File: config.mk
export PLATFORM = sky130hd
export DESIGN_NAME = apmu_ibex_ex_sequencer
export DESIGN_NICKNAME = d
export VERILOG_FILES = /design/src/rtl/apmu_ibex_ex_sequencer.sv
export SDC_FILE = /design/constraint.sdc
export NUM_CORES = 1
export LEC_CHECK = 0
export ABC_AREA = 1
export BUFFER_PORTS_ARGS = -buffer_cell sky130_fd_sc_hd__clkbuf_2
export CAP_MARGIN = 20
export CORE_AREA = 4 4 109 111
export DETAILED_ROUTE_END_ITERATION = 16
export DIE_AREA = 0 0 113 115
export PLACE_DENSITY = 0.74
export SETUP_SLACK_MARGIN = 0.02
export SLEW_MARGIN = 20
export SYNTH_ARGS = -nofsm -noshare
export SYNTH_HDL_FRONTEND = slang
export SYNTH_SLANG_ARGS = --single-unit
export TNS_END_PERCENT = 50
File: constraint.sdc
create_clock -name clk_i -period 1.2 [get_ports clk_i]
set_input_delay 0.3 -clock clk_i [delete_from_list [all_inputs] [get_ports clk_i]]
set_output_delay 0.3 -clock clk_i [all_outputs]
set_load 0.02 [all_outputs]
File: src/rtl/apmu_ibex_ex_sequencer.sv
// apmu_ibex_ex_sequencer
// ID-side sequencer for the EX stage. It issues decoded instructions into EX,
// drives the dynamic mult/div enables and the ALU first-cycle flag, holds the
// two 34-bit intermediate-value registers written by EX, runs a watchdog on
// multi-cycle operations and retires results to the register file one cycle
// after completion.
// Optional feature: define APMU_EX_SEQ_PERF_EN to build a saturating 32-bit
// EX stall-cycle counter on perf_stall_cnt_o; otherwise that output is tied to 0.
module apmu_ibex_ex_sequencer #(
  parameter int unsigned MaxCycles = 40  // legal range 2..63 (6-bit watchdog)
) (
  input  logic             clk_i,
  input  logic             rst_ni,
  input  logic             instr_valid_i,
  input  logic             instr_kill_i,
  input  logic             mult_sel_i,
  input  logic             div_sel_i,
  input  logic             alu_multicycle_i,
  input  logic             wb_ready_i,
  input  logic             ex_valid_i,
  input  logic [31:0]      result_ex_i,
  input  logic [1:0]       imd_val_we_i,
  input  logic [1:0][33:0] imd_val_d_i,
  output logic [1:0][33:0] imd_val_q_o,
  output logic             mult_en_o,
  output logic             div_en_o,
  output logic             alu_instr_first_cycle_o,
  output logic             multdiv_ready_id_o,
  output logic             stall_o,
  output logic             rf_we_o,
  output logic [31:0]      rf_wdata_o,
  output logic             timeout_o,
  output logic [31:0]      perf_stall_cnt_o
);

  typedef enum logic {
    IDLE  = 1'b0,
    MULTI = 1'b1
  } state_e;

  localparam logic [5:0] WdLast = 6'(MaxCycles - 1);

  state_e      state_reg;
  logic [5:0]  wd_reg;
  logic        rf_we_reg;
  logic [31:0] rf_wdata_reg;

  logic multi;
  logic done;
  logic first_cycle;
  logic mult_en;
  logic div_en;
  logic stall;
  logic md_ready;
  logic timeout;
  logic complete;
  logic go_multi;

  assign multi = mult_sel_i | div_sel_i | alu_multicycle_i;
  assign done  = ex_valid_i & wb_ready_i;

  // Issue/handshake decode; kill masks the enables and completion in the same
  // cycle, and everything reads 0 while reset is asserted.
  always_comb begin
    first_cycle = 1'b0;
    mult_en     = 1'b0;
    div_en      = 1'b0;
    stall       = 1'b0;
    md_ready    = 1'b0;
    timeout     = 1'b0;
    complete    = 1'b0;
    go_multi    = 1'b0;
    if (rst_ni) begin
      stall    = instr_valid_i & ~done & ~instr_kill_i;
      md_ready = wb_ready_i & ((state_reg == MULTI) | instr_valid_i);
      if (!instr_kill_i) begin
        case (state_reg)
          IDLE: begin
            if (instr_valid_i) begin
              first_cycle = 1'b1;
              mult_en     = mult_sel_i;
              div_en      = div_sel_i;
              complete    = done;
              go_multi    = multi & ~done;
            end
          end
          MULTI: begin
            mult_en  = mult_sel_i;
            div_en   = div_sel_i;
            complete = done;
            timeout  = ~done & (wd_reg == WdLast);
          end
          default: ;
        endcase
      end
    end
  end

  // Sequencer state and watchdog; kill always returns to IDLE with a cleared watchdog.
  always_ff @(posedge clk_i) begin
    if (!rst_ni) begin
      state_reg <= IDLE;
      wd_reg    <= '0;
    end else if (instr_kill_i) begin
      state_reg <= IDLE;
      wd_reg    <= '0;
    end else begin
      case (state_reg)
        IDLE: begin
          wd_reg <= '0;
          if (go_multi) state_reg <= MULTI;
        end
        MULTI: begin
          if (complete || timeout) begin
            state_reg <= IDLE;
            wd_reg    <= '0;
          end else begin
            wd_reg <= wd_reg + 6'd1;
          end
        end
        default: begin
          state_reg <= IDLE;
          wd_reg    <= '0;
        end
      endcase
    end
  end

  // Retire: one-cycle write pulse; write data holds until the next completion.
  always_ff @(posedge clk_i) begin
    if (!rst_ni) begin
      rf_we_reg    <= 1'b0;
      rf_wdata_reg <= '0;
    end else begin
      rf_we_reg <= complete;
      if (complete) rf_wdata_reg <= result_ex_i;
    end
  end

  // Intermediate-value registers, written by EX in any state (including kill).
  for (genvar gi = 0; gi < 2; gi++) begin : g_imd
    logic [33:0] imd_reg;
    // Per-register write from the EX imd port.
    always_ff @(posedge clk_i) begin
      if (!rst_ni) begin
        imd_reg <= '0;
      end else if (imd_val_we_i[gi]) begin
        imd_reg <= imd_val_d_i[gi];
      end
    end
    assign imd_val_q_o[gi] = imd_reg;
  end

`ifdef APMU_EX_SEQ_PERF_EN
  logic [31:0] perf_reg;
  // Saturating count of cycles in which ID is stalled.
  always_ff @(posedge clk_i) begin
    if (!rst_ni) begin
      perf_reg <= '0;
    end else if (stall && (perf_reg != 32'hFFFF_FFFF)) begin
      perf_reg <= perf_reg + 32'd1;
    end
  end
  assign perf_stall_cnt_o = perf_reg;
`else
  assign perf_stall_cnt_o = '0;
`endif

  assign mult_en_o               = mult_en;
  assign div_en_o                = div_en;
  assign alu_instr_first_cycle_o = first_cycle;
  assign multdiv_ready_id_o      = md_ready;
  assign stall_o                 = stall;
  assign timeout_o               = timeout;
  assign rf_we_o                 = rf_we_reg;
  assign rf_wdata_o              = rf_wdata_reg;

endmodule

Word level (Yosys, flattened, before mapping)

Index checks and enable logic that the tools add are counted.

Flip-flop bits (word level): 108
Output and inout bits: 139
Word-level logic and storage cells: 53

Add/sub/neg operators: 1
Equality and inequality tests: 1
Muxes and demuxes: 30
Bitwise logic cells: 13
Reductions and logical operators: 2

Operators with widths:

| kind                | count |
|---|---|
| $mux 1              | 24 |
| $pmux 6 s2          | 1 |
| $pmux 1 s2          | 4 |
| $add 6x1->6 const B | 1 |
| $and 1x1->1         | 6 |
| $eq 6x6->1 const B  | 1 |
| $mux 6              | 1 |
| $not 1->1           | 4 |
| $or 1x1->1          | 3 |
| $reduce_or 2->1     | 1 |
| $logic_or 1x1->1    | 1 |

Logic depth before layout (Yosys ltp)

Word-level depth: 9
Gate-level depth with buffers: 8
Mapped depth without buffers: 8

Least setup slack after synthesis

No wires, ideal clock.

Path kind: register -> output
Start: reg wd_reg[0]
End: out timeout_o
Arrival: 1,077 ps
Data required time: 900 ps
Setup slack: -177 ps
Stages on the path, launching flop included: 6
Path buffers: 0
Cell sequence: dfxtp_1 > ha_1 > nand2_1 > inv_1 > nand4_1 > nor2_1

Cells in the longest elaborated chain, start to end: 5

RTL lines:

| element                | line | RTL |
|---|---|---|
| from (decl)            | 44   | `logic [5:0] wd_reg;` |
| from (signal assigned) | 118  | `wd_reg <= wd_reg + 6'd1;` |
| $eq 6x6->1             | 91   | `timeout = ~done & (wd_reg == WdLast);` |
| $and 1x1->1            | 91   |  |
| $mux 1                 | 77   | `case (state_reg)` |
| $mux 1                 | 76   | `if (!instr_kill_i) begin` |
| $mux 1                 | 73   | `if (rst_ni) begin` |
| to (decl)              | 32   | `output logic timeout_o,` |

No other way between the ends.

Worst setup path in the final report

Start: reg wd_reg[1]
End: out timeout_o

The elaborated chain is that of the path after synthesis.

==> results_dict.tcl <==
set metrics [dict create \
    status "complete, but fails checks" \
    violations "negative setup slack" \
    insertion_delay_ns 0.36 \
    synthCells 530 \
    final_common_cell "nor2_1" \
    syn_area_um2 4170 \
    cp_max_fo 2 \
    fin_crit_ns 1.70 \
    crit_required_ns 0.90 \
    num_vias 4175 \
    maxCapViolCount 0 \
    clock_skew_ns 0.00627 \
    drive_gt1_share_pct 52.7 \
    holdPathEnd "rf_wdata_o[5]" \
    drt_iter0_markers 210 \
    cts_buffers 9 \
    ys_types 26 \
    grt_setup_unrepaired "true" \
    die_area_um2 13000 \
    gp_congestion 0.779 \
    ff2ff_path_depth 9 \
    dpl_cell_area_um2 5430 \
    rr_endpoint "rf_wdata_o[0]" \
    grt_pass1_vias 3948 \
    cp.arrival_ns 1.40 \
    finalCritPeriodShare_pct 142 \
    grt_pass1_wl_mm 19.0 \
    hold_depth 3 \
    most-common-layout-cells "nor2_1, clkbuf_2, dfxtp_2" \
    dieHeight_um 115 \
    leakage_uw 0.00330 \
    n_antenna_cell 0 \
    r2r-start "state_reg" \
    die-width_um 113 \
    power_uw 7420 \
    yosysSeqAreaShare_pct 51.8 \
    grt_max_degree 54 \
    power.density_nw_per_um2 1110 \
    synthToLayoutAreaGrowth_pct 60.5 \
    finalSetupViolCount 38 \
    clockBufferDepth 2 \
    layout_setup_ws_ns -0.503 \
    start_util_pct 38.7 \
    clk_pin_slew_ns 0.10 \
    nets 875 \
    r2r_slack_ns -0.14 \
    hold_class "input port to register" \
    fmax_ghz 0.587 \
    overflow 0 \
    core-area_um2 10800 \
    placementRows 38 \
    h-tree-depth 3 \
    largest_register_ffs 68 \
    drc 0 \
    final_util_pct 62.0 \
    critPathCaptureType "primary output" \
    cts.sinks 108 \
    stdcell_area_um2 6700 \
    hold_viol 0 \
    detail_route.first_pass.iterations 4 \
    wl_mm 12.5 \
    clockRootBuffer "clkbuf_8" \
    tritoncts "yes" \
    drv_slew 0 \
    ant_nets 0 \
    cp-start-kind "register" \
    path_class "register to primary output" \
    antenna_found_initial 0 \
    dp.final_hpwl_mm 8.43 \
    synth.avg_cell_area_um2 7.87 \
    grt_use_total_pct 17.8 \
    port_buffers 217 \
    peakVddDrop_mv 0.682 \
    wl_per_cell_um 13.8 \
    via_per_inst 4.60 \
    ioPinCount 250 \
    synth_warnings 0 \
    min-delay-start "result_ex_i[5]" \
    synth_seq_cells 108 \
]
-- how the worst max path moves through the flow --
stage / cells past startpoint / startpoint / slack [ns] / endpoint
global placement: 6 / wd_reg[0] / -0.09 / timeout_o
detailed placement: 6 / wd_reg[1] / -0.11 / timeout_o
floorplan: 5 / wd_reg[0] / -0.11 / timeout_o
CTS: 6 / wd_reg[1] / -0.49 / timeout_o
finish: 6 / wd_reg[1] / -0.50 / timeout_o
global route: 6 / wd_reg[1] / -0.59 / timeout_o
-- per-stage QoR --
stage	std cells	setup TNS [ns]	hold WS (ns)	setup slack (ns)
floorplan	561	-0.110	0.405	-0.110
global placement	885	-0.300	0.452	-0.0941
detailed placement	885	-0.446	0.455	-0.111
CTS	904	-1.45	0.116	-0.490
global route	908	-7.94	0.119	-0.585
finish	908	-5.29	0.135	-0.503
-- cells by family after synthesis --
group	count (synthesis)	synth area share, %
compound gates	69	8.34
xor+xnor	3	0.630
fa+ha+maj	1	0.300
buf+inv	74	11.2
flops	108	51.8
other cells	1	0.0899
simple gates	274	27.7
-- power breakdown --
part | switching (uW) | total (uW) | internal, uW
clock network | 1180 | 2000 | 822
logic | 774 | 1470 | 697
registers | 135 | 3940 | 3800
-- cells in the mapped netlist --
| library cell | instances | share of area [%] |
|---|---|---|
| nand3_1 | 37 | 4.4 |
| conb_1 | 1 | 0.090 |
| buf_2 | 6 | 0.72 |
| o21ai_0 | 68 | 8.2 |
| o21bai_1 | 1 | 0.18 |
| nand2_1 | 60 | 5.4 |
| inv_2 | 1 | 0.090 |
| clkinv_1 | 2 | 0.18 |
| nor2_4 | 2 | 0.54 |
| nand2_2 | 19 | 2.8 |
| nand4_1 | 1 | 0.15 |
| nor3_1 | 1 | 0.12 |
| ha_1 | 1 | 0.30 |
| xnor2_1 | 1 | 0.21 |
| buf_12 | 2 | 0.96 |
| inv_1 | 9 | 0.81 |
| nor4_1 | 1 | 0.15 |
| buf_6 | 1 | 0.27 |
| clkbuf_1 | 16 | 1.4 |
| nand2_4 | 1 | 0.27 |
| inv_6 | 1 | 0.21 |
| nor2_2 | 1 | 0.15 |
| dfxtp_1 | 108 | 52 |
| buf_4 | 36 | 6.5 |
| xor2_1 | 2 | 0.42 |
| nor2_1 | 151 | 14 |
-- final cells by class --
class,count,area (um^2)
flip-flops and latches,108,2280
repair buffers,252,2240
fillers,908,4100
multi-input cells,379,1770
clock buffers,13,149
clock inverters,3,22.5
inverters,13,56.3
well taps,140,175
-- layer usage --
layer	global-route usage, %	vias to the layer above	routed length (um)
met4	5.77	0	167
met1	21.4	1895	4940
met2	30.6	193	6220
met5	0	-	0
met3	5.32	15	1220
li1	-	2072	-
-- what timing repair did --
action / 4_1_cts / 5_1_grt
pin swaps: 5 / 8
gates resized for setup: 237 / 170
hold buffers: 0 / 0
setup endpoints to repair: 96 / 108
setup buffers: 4 / 4
-- critical path, stage by stage (launching register included) --
cell      delay, ns
dfxtp_2        0.36
ha_4           0.14
nand2_2        0.04
inv_2          0.06
nand4_1        0.15
nor2_2         0.15
clkbuf_8       0.15
No activity file was read; power rests on OpenSTA's default activity.
